**src/rtl/pid_controller_if.sv**
```systemverilog
// ============================================================================
//  Module      : pid_controller_if
//  Description : Command, feedback and PWM signal bundle for pid_controller.
//  Revision    : 1.0 - initial release
// ============================================================================
`default_nettype none

interface pid_controller_if;
    logic [11:0] target_angle;
    logic [11:0] current_angle;
    logic        pwm_enable;
    logic        pwm_done;
    logic        i2c_rd_done;
    logic        angle_update;
    logic        abort_angle;
    logic [63:0] profile;
    logic        enable_stall_chk;
    logic [7:0]  kp;
    logic [3:0]  ki;
    logic [3:0]  kd;
    logic        startup_fail;
    logic        angle_done;
    logic        pwm_update;
    logic [7:0]  pwm_ratio;
    logic        pwm_direction;
    logic [15:0] debug_signals;

    modport master (
        output target_angle, current_angle, pwm_enable, pwm_done, i2c_rd_done,
               angle_update, abort_angle, profile, enable_stall_chk, kp, ki, kd,
        input  startup_fail, angle_done, pwm_update, pwm_ratio, pwm_direction,
               debug_signals
    );

    modport slave (
        input  target_angle, current_angle, pwm_enable, pwm_done, i2c_rd_done,
               angle_update, abort_angle, profile, enable_stall_chk, kp, ki, kd,
        output startup_fail, angle_done, pwm_update, pwm_ratio, pwm_direction,
               debug_signals
    );
endinterface

`default_nettype wire

```
**src/rtl/pid_controller.sv**
```systemverilog
// ============================================================================
//  Module      : pid_controller
//  Description : Angle PID loop driving a PWM stage, with startup duty profile
//                and stall detection.
//  Revision    : 1.0 - initial release
// ============================================================================
`default_nettype none

module pid_controller (
    input  wire logic        clock,
    input  wire logic        reset_n,
    pid_controller_if.slave  bus
);
    typedef enum logic [2:0] {
        S_IDLE   = 3'd0,
        S_CALC   = 3'd1,
        S_UPDATE = 3'd2,
        S_WAIT   = 3'd3,
        S_DONE   = 3'd4
    } state_t;

    localparam logic signed [13:0] c_E_MAX   = 14'sd2047;
    localparam logic signed [13:0] c_E_MIN   = -14'sd2048;
    localparam logic signed [13:0] c_E_WRAP  = 14'sd4096;
    localparam logic signed [14:0] c_ACC_MAX = 15'sd4095;
    localparam logic signed [14:0] c_ACC_MIN = -15'sd4096;

    state_t             r_state;
    logic [11:0]        r_target;
    logic [11:0]        r_current;
    logic signed [14:0] r_acc;
    logic signed [13:0] r_e_prev;
    logic [3:0]         r_step;
    logic [2:0]         r_stall;
    logic [7:0]         r_duty;
    logic               r_dir;
    logic [5:0]         r_abs_e;
    logic [7:0]         r_pwm_ratio;
    logic               r_pwm_direction;
    logic               r_pwm_update;
    logic               r_angle_done;
    logic               r_startup_fail;
    logic [15:0]        r_debug;

    logic signed [13:0] w_e_raw;
    logic signed [13:0] w_e;
    logic signed [14:0] w_acc_sum;
    logic signed [14:0] w_acc_new;
    logic signed [14:0] w_diff;
    logic signed [23:0] w_u;
    logic signed [23:0] w_u_shift;
    logic [23:0]        w_mag;
    logic [7:0]         w_duty_sat;
    logic [7:0]         w_cap;
    logic [7:0]         w_duty;
    logic               w_dir;
    logic [5:0]         w_abs_e;
    logic               w_startup;
    logic               w_same;
    logic               w_stall_hit;

    assign w_e_raw = $signed({2'b00, r_target}) - $signed({2'b00, r_current});

    // Fold the raw difference into the shortest way round the encoder circle.
    always_comb begin
        w_e = w_e_raw;
        if (w_e_raw > c_E_MAX)
            w_e = w_e_raw - c_E_WRAP;
        else if (w_e_raw < c_E_MIN)
            w_e = w_e_raw + c_E_WRAP;
    end

    assign w_acc_sum = r_acc + 15'(w_e);

    always_comb begin
        w_acc_new = w_acc_sum;
        if (w_acc_sum > c_ACC_MAX)
            w_acc_new = c_ACC_MAX;
        else if (w_acc_sum < c_ACC_MIN)
            w_acc_new = c_ACC_MIN;
    end

    assign w_diff    = 15'(w_e) - 15'(r_e_prev);
    assign w_u       = 24'($signed({1'b0, bus.kp})) * 24'(w_e)
                     + 24'($signed({1'b0, bus.ki})) * 24'(w_acc_new)
                     + 24'($signed({1'b0, bus.kd})) * 24'(w_diff);
    assign w_u_shift = w_u >>> 4;
    assign w_dir     = ~w_u_shift[23];
    assign w_mag     = w_u_shift[23] ? 24'(-w_u_shift) : 24'(w_u_shift);
    assign w_duty_sat = (w_mag > 24'd255) ? 8'hFF : w_mag[7:0];
    // Low six bits of |e| only depend on the low six bits of e.
    assign w_abs_e   = w_e[13] ? (6'd0 - w_e[5:0]) : w_e[5:0];
    assign w_startup = (r_step < 4'd8);

    always_comb begin
        w_cap = bus.profile[63:56];
        case (r_step[2:0])
            3'd0: w_cap = bus.profile[63:56];
            3'd1: w_cap = bus.profile[55:48];
            3'd2: w_cap = bus.profile[47:40];
            3'd3: w_cap = bus.profile[39:32];
            3'd4: w_cap = bus.profile[31:24];
            3'd5: w_cap = bus.profile[23:16];
            3'd6: w_cap = bus.profile[15:8];
            default: w_cap = bus.profile[7:0];
        endcase
    end

    assign w_duty      = (w_startup && (w_cap < w_duty_sat)) ? w_cap : w_duty_sat;
    assign w_same      = (bus.current_angle == r_current);
    assign w_stall_hit = bus.enable_stall_chk && w_startup && w_same && (r_stall == 3'd3);

    always_ff @(posedge clock or posedge reset_n) begin
        if (reset_n) begin
            r_state         <= S_IDLE;
            r_target        <= '0;
            r_current       <= '0;
            r_acc           <= '0;
            r_e_prev        <= '0;
            r_step          <= '0;
            r_stall         <= '0;
            r_duty          <= '0;
            r_dir           <= 1'b0;
            r_abs_e         <= '0;
            r_pwm_ratio     <= '0;
            r_pwm_direction <= 1'b0;
            r_pwm_update    <= 1'b0;
            r_angle_done    <= 1'b0;
            r_startup_fail  <= 1'b0;
            r_debug         <= '0;
        end else begin
            r_pwm_update <= 1'b0;
            r_angle_done <= 1'b0;
            r_debug      <= {r_abs_e, bus.pwm_done, r_pwm_direction, r_startup_fail,
                             r_step, r_state};
            if (r_state == S_IDLE) begin
                if (bus.angle_update && bus.pwm_enable) begin
                    r_target       <= bus.target_angle;
                    r_current      <= bus.current_angle;
                    r_acc          <= '0;
                    r_e_prev       <= '0;
                    r_step         <= '0;
                    r_stall        <= '0;
                    r_startup_fail <= 1'b0;
                    r_state        <= S_CALC;
                end
            end else if (bus.abort_angle || !bus.pwm_enable) begin
                r_pwm_ratio  <= '0;
                r_pwm_update <= 1'b1;
                r_state      <= S_IDLE;
            end else if (bus.angle_update) begin
                r_target <= bus.target_angle;
                r_step   <= '0;
                r_state  <= S_CALC;
            end else begin
                case (r_state)
                    S_CALC: begin
                        r_abs_e <= w_abs_e;
                        if (w_e == 14'sd0) begin
                            r_state <= S_DONE;
                        end else begin
                            r_acc    <= w_acc_new;
                            r_e_prev <= w_e;
                            r_duty   <= w_duty;
                            r_dir    <= w_dir;
                            r_state  <= S_UPDATE;
                        end
                    end
                    S_UPDATE: begin
                        r_pwm_ratio     <= r_duty;
                        r_pwm_direction <= r_dir;
                        r_pwm_update    <= 1'b1;
                        r_state         <= S_WAIT;
                    end
                    S_WAIT: begin
                        if (bus.i2c_rd_done) begin
                            if (w_stall_hit) begin
                                r_startup_fail <= 1'b1;
                                r_pwm_ratio    <= '0;
                                r_pwm_update   <= 1'b1;
                                r_state        <= S_IDLE;
                            end else begin
                                if (w_startup)
                                    r_step <= r_step + 4'd1;
                                if (bus.enable_stall_chk && w_startup)
                                    r_stall <= w_same ? r_stall + 3'd1 : 3'd0;
                                r_current <= bus.current_angle;
                                r_state   <= S_CALC;
                            end
                        end
                    end
                    S_DONE: begin
                        r_pwm_ratio  <= '0;
                        r_pwm_update <= 1'b1;
                        r_angle_done <= 1'b1;
                        r_state      <= S_IDLE;
                    end
                    default: r_state <= S_IDLE;
                endcase
            end
        end
    end

    assign bus.startup_fail  = r_startup_fail;
    assign bus.angle_done    = r_angle_done;
    assign bus.pwm_update    = r_pwm_update;
    assign bus.pwm_ratio     = r_pwm_ratio;
    assign bus.pwm_direction = r_pwm_direction;
    assign bus.debug_signals = r_debug;
endmodule

`default_nettype wire

```
**src/flat_wrapper.sv**
```systemverilog
// flat-port wrapper written by rule: the top's interface ports become plain ports
module pid_controller_flat 
  (clock, reset_n, bus_target_angle, bus_current_angle, bus_pwm_enable, bus_pwm_done, bus_i2c_rd_done, bus_angle_update, bus_abort_angle, bus_profile, bus_enable_stall_chk, bus_kp, bus_ki, bus_kd, bus_startup_fail, bus_angle_done, bus_pwm_update, bus_pwm_ratio, bus_pwm_direction, bus_debug_signals);
  pid_controller_if bus_i ();
  input  wire logic clock;
  input  wire logic reset_n;
  input wire logic [$bits(bus_i.target_angle)-1:0] bus_target_angle;
  input wire logic [$bits(bus_i.current_angle)-1:0] bus_current_angle;
  input wire logic [$bits(bus_i.pwm_enable)-1:0] bus_pwm_enable;
  input wire logic [$bits(bus_i.pwm_done)-1:0] bus_pwm_done;
  input wire logic [$bits(bus_i.i2c_rd_done)-1:0] bus_i2c_rd_done;
  input wire logic [$bits(bus_i.angle_update)-1:0] bus_angle_update;
  input wire logic [$bits(bus_i.abort_angle)-1:0] bus_abort_angle;
  input wire logic [$bits(bus_i.profile)-1:0] bus_profile;
  input wire logic [$bits(bus_i.enable_stall_chk)-1:0] bus_enable_stall_chk;
  input wire logic [$bits(bus_i.kp)-1:0] bus_kp;
  input wire logic [$bits(bus_i.ki)-1:0] bus_ki;
  input wire logic [$bits(bus_i.kd)-1:0] bus_kd;
  output wire logic [$bits(bus_i.startup_fail)-1:0] bus_startup_fail;
  output wire logic [$bits(bus_i.angle_done)-1:0] bus_angle_done;
  output wire logic [$bits(bus_i.pwm_update)-1:0] bus_pwm_update;
  output wire logic [$bits(bus_i.pwm_ratio)-1:0] bus_pwm_ratio;
  output wire logic [$bits(bus_i.pwm_direction)-1:0] bus_pwm_direction;
  output wire logic [$bits(bus_i.debug_signals)-1:0] bus_debug_signals;
  assign bus_i.target_angle = bus_target_angle;
  assign bus_i.current_angle = bus_current_angle;
  assign bus_i.pwm_enable = bus_pwm_enable;
  assign bus_i.pwm_done = bus_pwm_done;
  assign bus_i.i2c_rd_done = bus_i2c_rd_done;
  assign bus_i.angle_update = bus_angle_update;
  assign bus_i.abort_angle = bus_abort_angle;
  assign bus_i.profile = bus_profile;
  assign bus_i.enable_stall_chk = bus_enable_stall_chk;
  assign bus_i.kp = bus_kp;
  assign bus_i.ki = bus_ki;
  assign bus_i.kd = bus_kd;
  assign bus_startup_fail = bus_i.startup_fail;
  assign bus_angle_done = bus_i.angle_done;
  assign bus_pwm_update = bus_i.pwm_update;
  assign bus_pwm_ratio = bus_i.pwm_ratio;
  assign bus_pwm_direction = bus_i.pwm_direction;
  assign bus_debug_signals = bus_i.debug_signals;
  pid_controller u_core (.clock(clock), .reset_n(reset_n), .bus(bus_i));
endmodule
```
**config.mk**
```make
export PLATFORM = sky130hd
export DESIGN_NAME = pid_controller_flat
export DESIGN_NICKNAME = d
export VERILOG_FILES = /design/src/rtl/pid_controller_if.sv /design/src/rtl/pid_controller.sv /design/src/flat_wrapper.sv
export SDC_FILE = /design/constraint.sdc
export NUM_CORES = 1
export LEC_CHECK = 0
export BUFFER_PORTS_ARGS = -buffer_cell sky130_fd_sc_hd__buf_2
export CAP_MARGIN = 20
export CELL_PAD_IN_SITES_DETAIL_PLACEMENT = 2
export CELL_PAD_IN_SITES_GLOBAL_PLACEMENT = 2
export CORE_MARGIN = 2
export CORE_UTILIZATION = 39
export DETAILED_ROUTE_END_ITERATION = 6
export MAX_ROUTING_LAYER = met4
export PLACE_DENSITY = 0.93
export SLEW_MARGIN = 25
export SYNTH_ARGS = -nofsm -noshare
export SYNTH_HDL_FRONTEND = slang
export SYNTH_SLANG_ARGS = --single-unit
```
**constraint.sdc**
```tcl
create_clock -name clock -period 17.2 [get_ports clock]
set_input_delay 0 -clock clock [delete_from_list [all_inputs] [get_ports clock]]
set_output_delay 0 -clock clock [all_outputs]
set_load 0.05 [all_outputs]
```
* Yosys cells after proc, flatten, opt, wreduce, memory -nomap -nowiden
Cells that the tools add are included.
** Word-level totals
- Output and inout port bits :: 28
- Bits in registers :: 106
- Word-level logic and storage cells :: 175
** Cells by class
- $lt $le $gt $ge :: 7
- Add/subtract/negate cells :: 11
- Equal/unequal tests :: 22
- $mul :: 3
- Bitwise operators :: 5
- Muxes and demuxes :: 79
- Reductions and logical operators :: 32
** Operators by type and width (number)
- 2-to-1 mux 12 bit :: 11
- 2-to-1 mux 15 bit :: 8
- 2-to-1 mux 14 bit :: 8
- case mux 8 bit (7 select lines) :: 1
- 2-to-1 mux 8 bit :: 6
- 2-to-1 mux 3 bit :: 15
- multiplier 5 x 15 -> 20 bit :: 2
- 2-to-1 mux 4 bit :: 8
- adder 24 x 20 -> 24 bit :: 1
- adder 24 bit :: 1
- greater-than comparator 24 x 8 -> 1 bit (second input constant) :: 1
- 2-to-1 mux 24 bit :: 1
- negation 20 -> 24 bit :: 1
- case mux 8 bit (3 select lines) :: 1
- multiplier 9 x 14 -> 23 bit :: 1
- AND reduction 6 bit :: 3
- 2-to-1 mux 1 bit :: 17
- adder 15 x 14 -> 15 bit :: 1
- equality test 3 x 2 -> 1 bit (second input constant) :: 5
- greater-than comparator 15 x 13 -> 1 bit (second input constant) :: 1
- less-than comparator 15 x 13 -> 1 bit (second input constant) :: 1
- AND reduction 5 bit :: 3
- subtractor 14 x 14 -> 15 bit :: 1
- adder 14 bit (second input constant) :: 1
- 35 further kinds :: 60

* Longest topological paths before layout
- Depth after elaboration :: 18
- Mapped depth :: 73

* Least setup slack after synthesis
OpenSTA, ideal clock, no wires.
- Path kind :: reg-to-reg
- Start :: reg u_core.r_current[1]
- End :: reg u_core.r_duty[0]
- Stages on the path, launching flop included :: 70
- Arrival time :: 15.151 ns
- Period minus slack after synthesis :: 15.254 ns
- Data required time :: 17.096 ns
- Setup slack :: 1.946 ns
- Cell sequence :: dfrtp_1 inv_1 ha_1 nor2b_1 o21ai_0 a21boi_0 o21a_1 o21ai_0 a21oi_1 a2111o_1 o31a_1 xnor2_1 clkinv_1 clkbuf_1 ha_1 nand2_1 o21ai_0 xor2_1 (+34 left out) a21o_1 nand2_1 o21ai_1 o31a_1 or2_2 a2111oi_0 a221oi_2 nor4_1 nand4b_1 buf_4 nor2_1 ha_1 nor2b_1 o21ai_0 o2111ai_1 a31oi_1 nor2_1 a221oi_1
** On the way
- Cells in the longest elaborated chain, start to end :: 18
** Ends and longest elaborated chain
- start, declared :: RTL line pid_controller.sv:30 : logic [11:0] r_current;
- start signal, assigned :: RTL line pid_controller.sv:139 : r_current <= bus.current_angle;
- start signal, assigned :: RTL line pid_controller.sv:187 : r_current <= bus.current_angle;
- subtractor 12 x 12 -> 13 bit * :: RTL line pid_controller.sv:62 : assign w_e_raw = $signed({2'b00, r_target}) - $signed({2'b00, r_current});
- adder 14 bit / less-than comparator 14 x 12 -> 1 bit (equally long branches) :: RTL line pid_controller.sv:70, pid_controller.sv:69
- 2-to-1 mux 14 bit :: RTL line pid_controller.sv:69 : else if (w_e_raw < c_E_MIN)
- 2-to-1 mux 14 bit * :: RTL line pid_controller.sv:67 : if (w_e_raw > c_E_MAX)
- adder 15 x 14 -> 15 bit :: RTL line pid_controller.sv:73 : assign w_acc_sum = r_acc + 15'(w_e);
- less-than comparator 15 x 13 -> 1 bit :: RTL line pid_controller.sv:79 : else if (w_acc_sum < c_ACC_MIN)
- 2-to-1 mux 15 bit :: RTL line pid_controller.sv:79
- 2-to-1 mux 15 bit :: RTL line pid_controller.sv:77 : if (w_acc_sum > c_ACC_MAX)
- (+2 left out)
- adder 24 x 20 -> 24 bit :: RTL line pid_controller.sv:86 : + 24'($signed({1'b0, bus.kd})) * 24'(w_diff);
- negation 20 -> 24 bit :: RTL line pid_controller.sv:89 : assign w_mag = w_u_shift[23] ? 24'(-w_u_shift) : 24'(w_u_shift);
- 2-to-1 mux 24 bit :: RTL line pid_controller.sv:89
- greater-than comparator 24 x 8 -> 1 bit :: RTL line pid_controller.sv:90 : assign w_duty_sat = (w_mag > 24'd255) ? 8'hFF : w_mag[7:0];
- 2-to-1 mux 8 bit :: RTL line pid_controller.sv:90
- less-than comparator 8 bit :: RTL line pid_controller.sv:109 : assign w_duty = (w_startup && (w_cap < w_duty_sat)) ? w_cap : w_duty_sat;
- logical AND 1 bit :: RTL line pid_controller.sv:109
- 2-to-1 mux 8 bit :: RTL line pid_controller.sv:109
- end signal, assigned :: RTL line pid_controller.sv:164 : r_duty <= w_duty;
- end, declared :: RTL line pid_controller.sv:35 : logic [7:0] r_duty;
Mark *: on every way between the ends. The rest lies on a longest branch, timed or not.
A chain may end at the register's enable or synchronous reset.

* Worst setup path in the final report
- Start :: reg u_core.r_target[0]
- End :: reg u_core.r_duty[5]
** On the way
- Cells in the longest elaborated chain, start to end :: 18
** Ends and longest elaborated chain
- start, declared :: RTL line pid_controller.sv:29 : logic [11:0] r_target;
- start signal, assigned :: RTL line pid_controller.sv:138 : r_target <= bus.target_angle;
- start signal, assigned :: RTL line pid_controller.sv:152 : r_target <= bus.target_angle;
- subtractor 12 x 12 -> 13 bit * :: RTL line pid_controller.sv:62
- adder 14 bit / less-than comparator 14 x 12 -> 1 bit (equally long branches) :: RTL line pid_controller.sv:70, pid_controller.sv:69
- 2-to-1 mux 14 bit :: RTL line pid_controller.sv:69
- 2-to-1 mux 14 bit * :: RTL line pid_controller.sv:67
- adder 15 x 14 -> 15 bit :: RTL line pid_controller.sv:73
- less-than comparator 15 x 13 -> 1 bit :: RTL line pid_controller.sv:79
- 2-to-1 mux 15 bit :: RTL line pid_controller.sv:79
- 2-to-1 mux 15 bit :: RTL line pid_controller.sv:77
- (+2 left out)
- adder 24 x 20 -> 24 bit :: RTL line pid_controller.sv:86
- negation 20 -> 24 bit :: RTL line pid_controller.sv:89
- 2-to-1 mux 24 bit :: RTL line pid_controller.sv:89
- greater-than comparator 24 x 8 -> 1 bit :: RTL line pid_controller.sv:90
- 2-to-1 mux 8 bit :: RTL line pid_controller.sv:90
- less-than comparator 8 bit :: RTL line pid_controller.sv:109
- logical AND 1 bit :: RTL line pid_controller.sv:109
- 2-to-1 mux 8 bit :: RTL line pid_controller.sv:109
Marks and branches as above.

==> impl_metrics.tcl <==
set metrics [dict create \
    status "finished with violations" \
    failed_checks "DRC, capacitance limit, slew limit, setup timing" \
    first_global_vias 21564 \
    cpMostUsedCell "inv_1" \
    syn_to_final_growth_pct 19.3 \
    io_pins 140 \
    crit_arrival_ps 22200 \
    drive_gt1_share_pct 17.9 \
    gp_congestion 0.868 \
    ys_ff_latch 106 \
    fin_util_pct 47.1 \
    yosys_warnings 0 \
    antenna_found_initial 17 \
    ys.flop_type "dfrtp_1" \
    critPathSlowestCell "nor2_1" \
    overflow 0 \
    hold_viol 0 \
    critical_path_class "reg2reg" \
    hold_class "in2reg" \
    clock-root-buffer "clkbuf_16" \
    clock_path_buffers 2 \
    nets 2746 \
    clk-insertion-delay-late_ps 440 \
    fin_cells 2896 \
    syn_area_sq_um 17500 \
    maxSlewHeadroom_pct -32.2 \
    start_kind "flip-flop" \
    initial_core_util_pct 39.5 \
    cts_num_sinks 106 \
    synth_edf_count 0 \
    n_fill_cell 4712 \
    die_x_um 216 \
    dpl.hpwl_um 61800 \
    skew_ps 35.4 \
    worstPathRequired_ps 17470 \
    fin_crit_ps 21940 \
    grt_max_degree 66 \
    dp_cells 2758 \
    port_buffers 139 \
    drt_iter0_drc 3885 \
    place_ws_ps -1790 \
    numCtsBuffers 9 \
    fin_ws_ps -4740 \
    drv_slew 12 \
    syn_area_per_cell_sq_um 8.46 \
    ys_seq_area_share_pct 15.2 \
    yosys-top-cells-count "inv_1 (403), fa_1 (196), ha_1 (187)" \
    synthDominantCellAreaShare_pct 22.5 \
    async_flop_share_pct 100 \
    max_freq_ghz 0.0456 \
    core.rowCount 77 \
    clk_pin_slew_ps 120 \
    tightest_slew_ps 1960 \
    ant_nets 0 \
    fin_crit_sh_pct 128 \
    synth.most_common_cell "inv_1" \
    grt_usage_pct 44.3 \
    worstPathMaxFanout 6 \
    drt-vias-per-instance 7.53 \
    cts.htree.levels 3 \
    drc 49 \
    grt_pass1_wl_um 146000 \
    cap_violations 5 \
    yosysUniqueCellTypes 84 \
    r2r_setup_slack_ps -4740 \
    die-area_sq_um 46500 \
    die_height_um 216 \
    setup_viol 9 \
    syn_nets 2558 \
    cts_tree "built" \
    fp.coreArea_sq_um 44200 \
    synth_largest_area_cell "fa_1" \
    wl_per_cell_um 47.2 \
    slowest_delay_ps 980 \
    critPathCaptureType "flip-flop" \
    synthCells 2063 \
    first_pass_iters 7 \
    synth_area_leaders "fa_1 (22%), dfrtp_1 (15%), ha_1 (13%), inv_1 (8.7%), nand2_1 (3.4%)" \
    vias 21814 \
    routed_wl_um 137000 \
]
## flip-flops by register name (all words and copies together), names as in the netlist, 3 cells and up
signal,count
u_core.r_target,12
u_core.r_e_prev,14
u_core.bus.debug_signals,16
u_core.r_current,12
u_core.r_acc,15
u_core.r_stall,3
u_core.r_abs_e,6
u_core.r_duty,8
u_core.r_step,4
u_core.r_state,3
u_core.bus.pwm_ratio,8
## layout make-up
class / instances / area (sq um) / share of cell area, %
clock buffer: 10 / 239 / 1.15
multi-input combinational: 1489 / 13900 / 66.8
antenna: 48 / 120 / 0.577
sequential: 106 / 2650 / 12.8
clock inverter: 6 / 82.6 / 0.397
timing repair buffer: 235 / 1510 / 7.24
inverter: 410 / 1560 / 7.50
tap: 592 / 741 / 3.56
## critical path: cells and delay by family, from the launching register on
kind / cells / cell delay (ps)
adder cells (fa/ha/maj): 14 / 6340
AO/OA/AOI/OAI: 21 / 5830
AND/OR/NAND/NOR: 17 / 5350
buffers and inverters: 15 / 2400
XOR/XNOR: 3 / 1120
flip-flops: 1 / 600
## metrics by stage
stage | instance area, sq um | hold slack, ps | setup TNS [ps]
2_1_floorplan | 17500 | 31.4 | 0
3_3_place_gp | 18800 | 87.8 | 0
3_5_place_dp | 18800 | 108 | -13430
4_1_cts | 19800 | 4.86 | 0
5_1_grt | 20800 | 64.4 | -38400
6_report | 20800 | 54.3 | -37610
## layer usage
metal | up-vias | part of all wire, % | track usage (%)
met2 | 2641 | 40 | 70.0
met4 | 0 | 14 | 41.2
li1 | 7215 | - | -
met5 | - | 0 | -
met1 | 10461 | 30 | 43.2
met3 | 1497 | 16 | 14.3
## what timing repair did
item / in CTS / in global routing
hold buffers: 27 / 0
hold endpoints to repair: 67 / 0
setup buffers: 17 / 28
pin swaps: 12 / 46
setup endpoints to repair: 8 / 8
gates resized for setup: 52 / 136
## worst paths after layout
path / depth (start not counted) / endpoint / from
min: 3 / u_core.r_state[0] / bus_angle_update
max in group asynchronous: 5 / u_core.r_acc[3] / reset_n
min in group asynchronous: 3 / u_core.bus.pwm_ratio[7] / reset_n
max: 70 / u_core.r_duty[5] / u_core.r_target[0]
min reg2reg: 0 / u_core.bus.debug_signals[13] / u_core.r_abs_e[3]
max reg2reg: 70 / u_core.r_duty[5] / u_core.r_target[0]
## kinds of logic (layout without fill, tap and decap cells)
kind of cell	after synthesis	count (layout)	share of synthesized area, %
muxes	22	22	1.38
xor gates and xnor gates	86	86	4.45
adders and majority gates	383	383	35.9
buffers and inverters	468	661	10.2
other	0	48	0
DFF	106	106	15.2
and+or+nand+nor	605	605	17.6
AOI/OAI and AO/OA	393	393	15.4
## cells in the final DEF (no fill, tap or decap), types with 12 or more instances in the layout
| cell type | synthesis | final |
|---|---|---|
| buf_4 | 2 | 66 |
| o21bai_1 | 16 | 12 |
| o211ai_1 | 14 | 14 |
| o21ai_0 | 100 | 84 |
| xnor2_1 | 51 | 41 |
| nor2_1 | 111 | 104 |
| buf_2 | 1 | 139 |
| nand2b_1 | 15 | 15 |
| ha_1 | 187 | 171 |
| dfrtp_1 | 106 | 105 |
| inv_1 | 403 | 400 |
| fa_1 | 196 | 191 |
| diode_2 | 0 | 48 |
| dlygate4sd3_1 | 0 | 27 |
| a21oi_2 | 0 | 18 |
| a21o_1 | 14 | 13 |
| and2_1 | 88 | 87 |
| nand4_1 | 13 | 13 |
| nand3_1 | 42 | 40 |
| nor2b_1 | 62 | 61 |
| a222oi_1 | 12 | 12 |
| xor2_1 | 33 | 25 |
| a21oi_1 | 78 | 58 |
| mux2_2 | 17 | 17 |
| nand2_1 | 159 | 158 |
| nor3_1 | 37 | 29 |
| and3_1 | 31 | 31 |
Power is left out: the tool's default activity adds up to more than one toggle a clock period on the data nets, which glitch-free logic cannot reach.
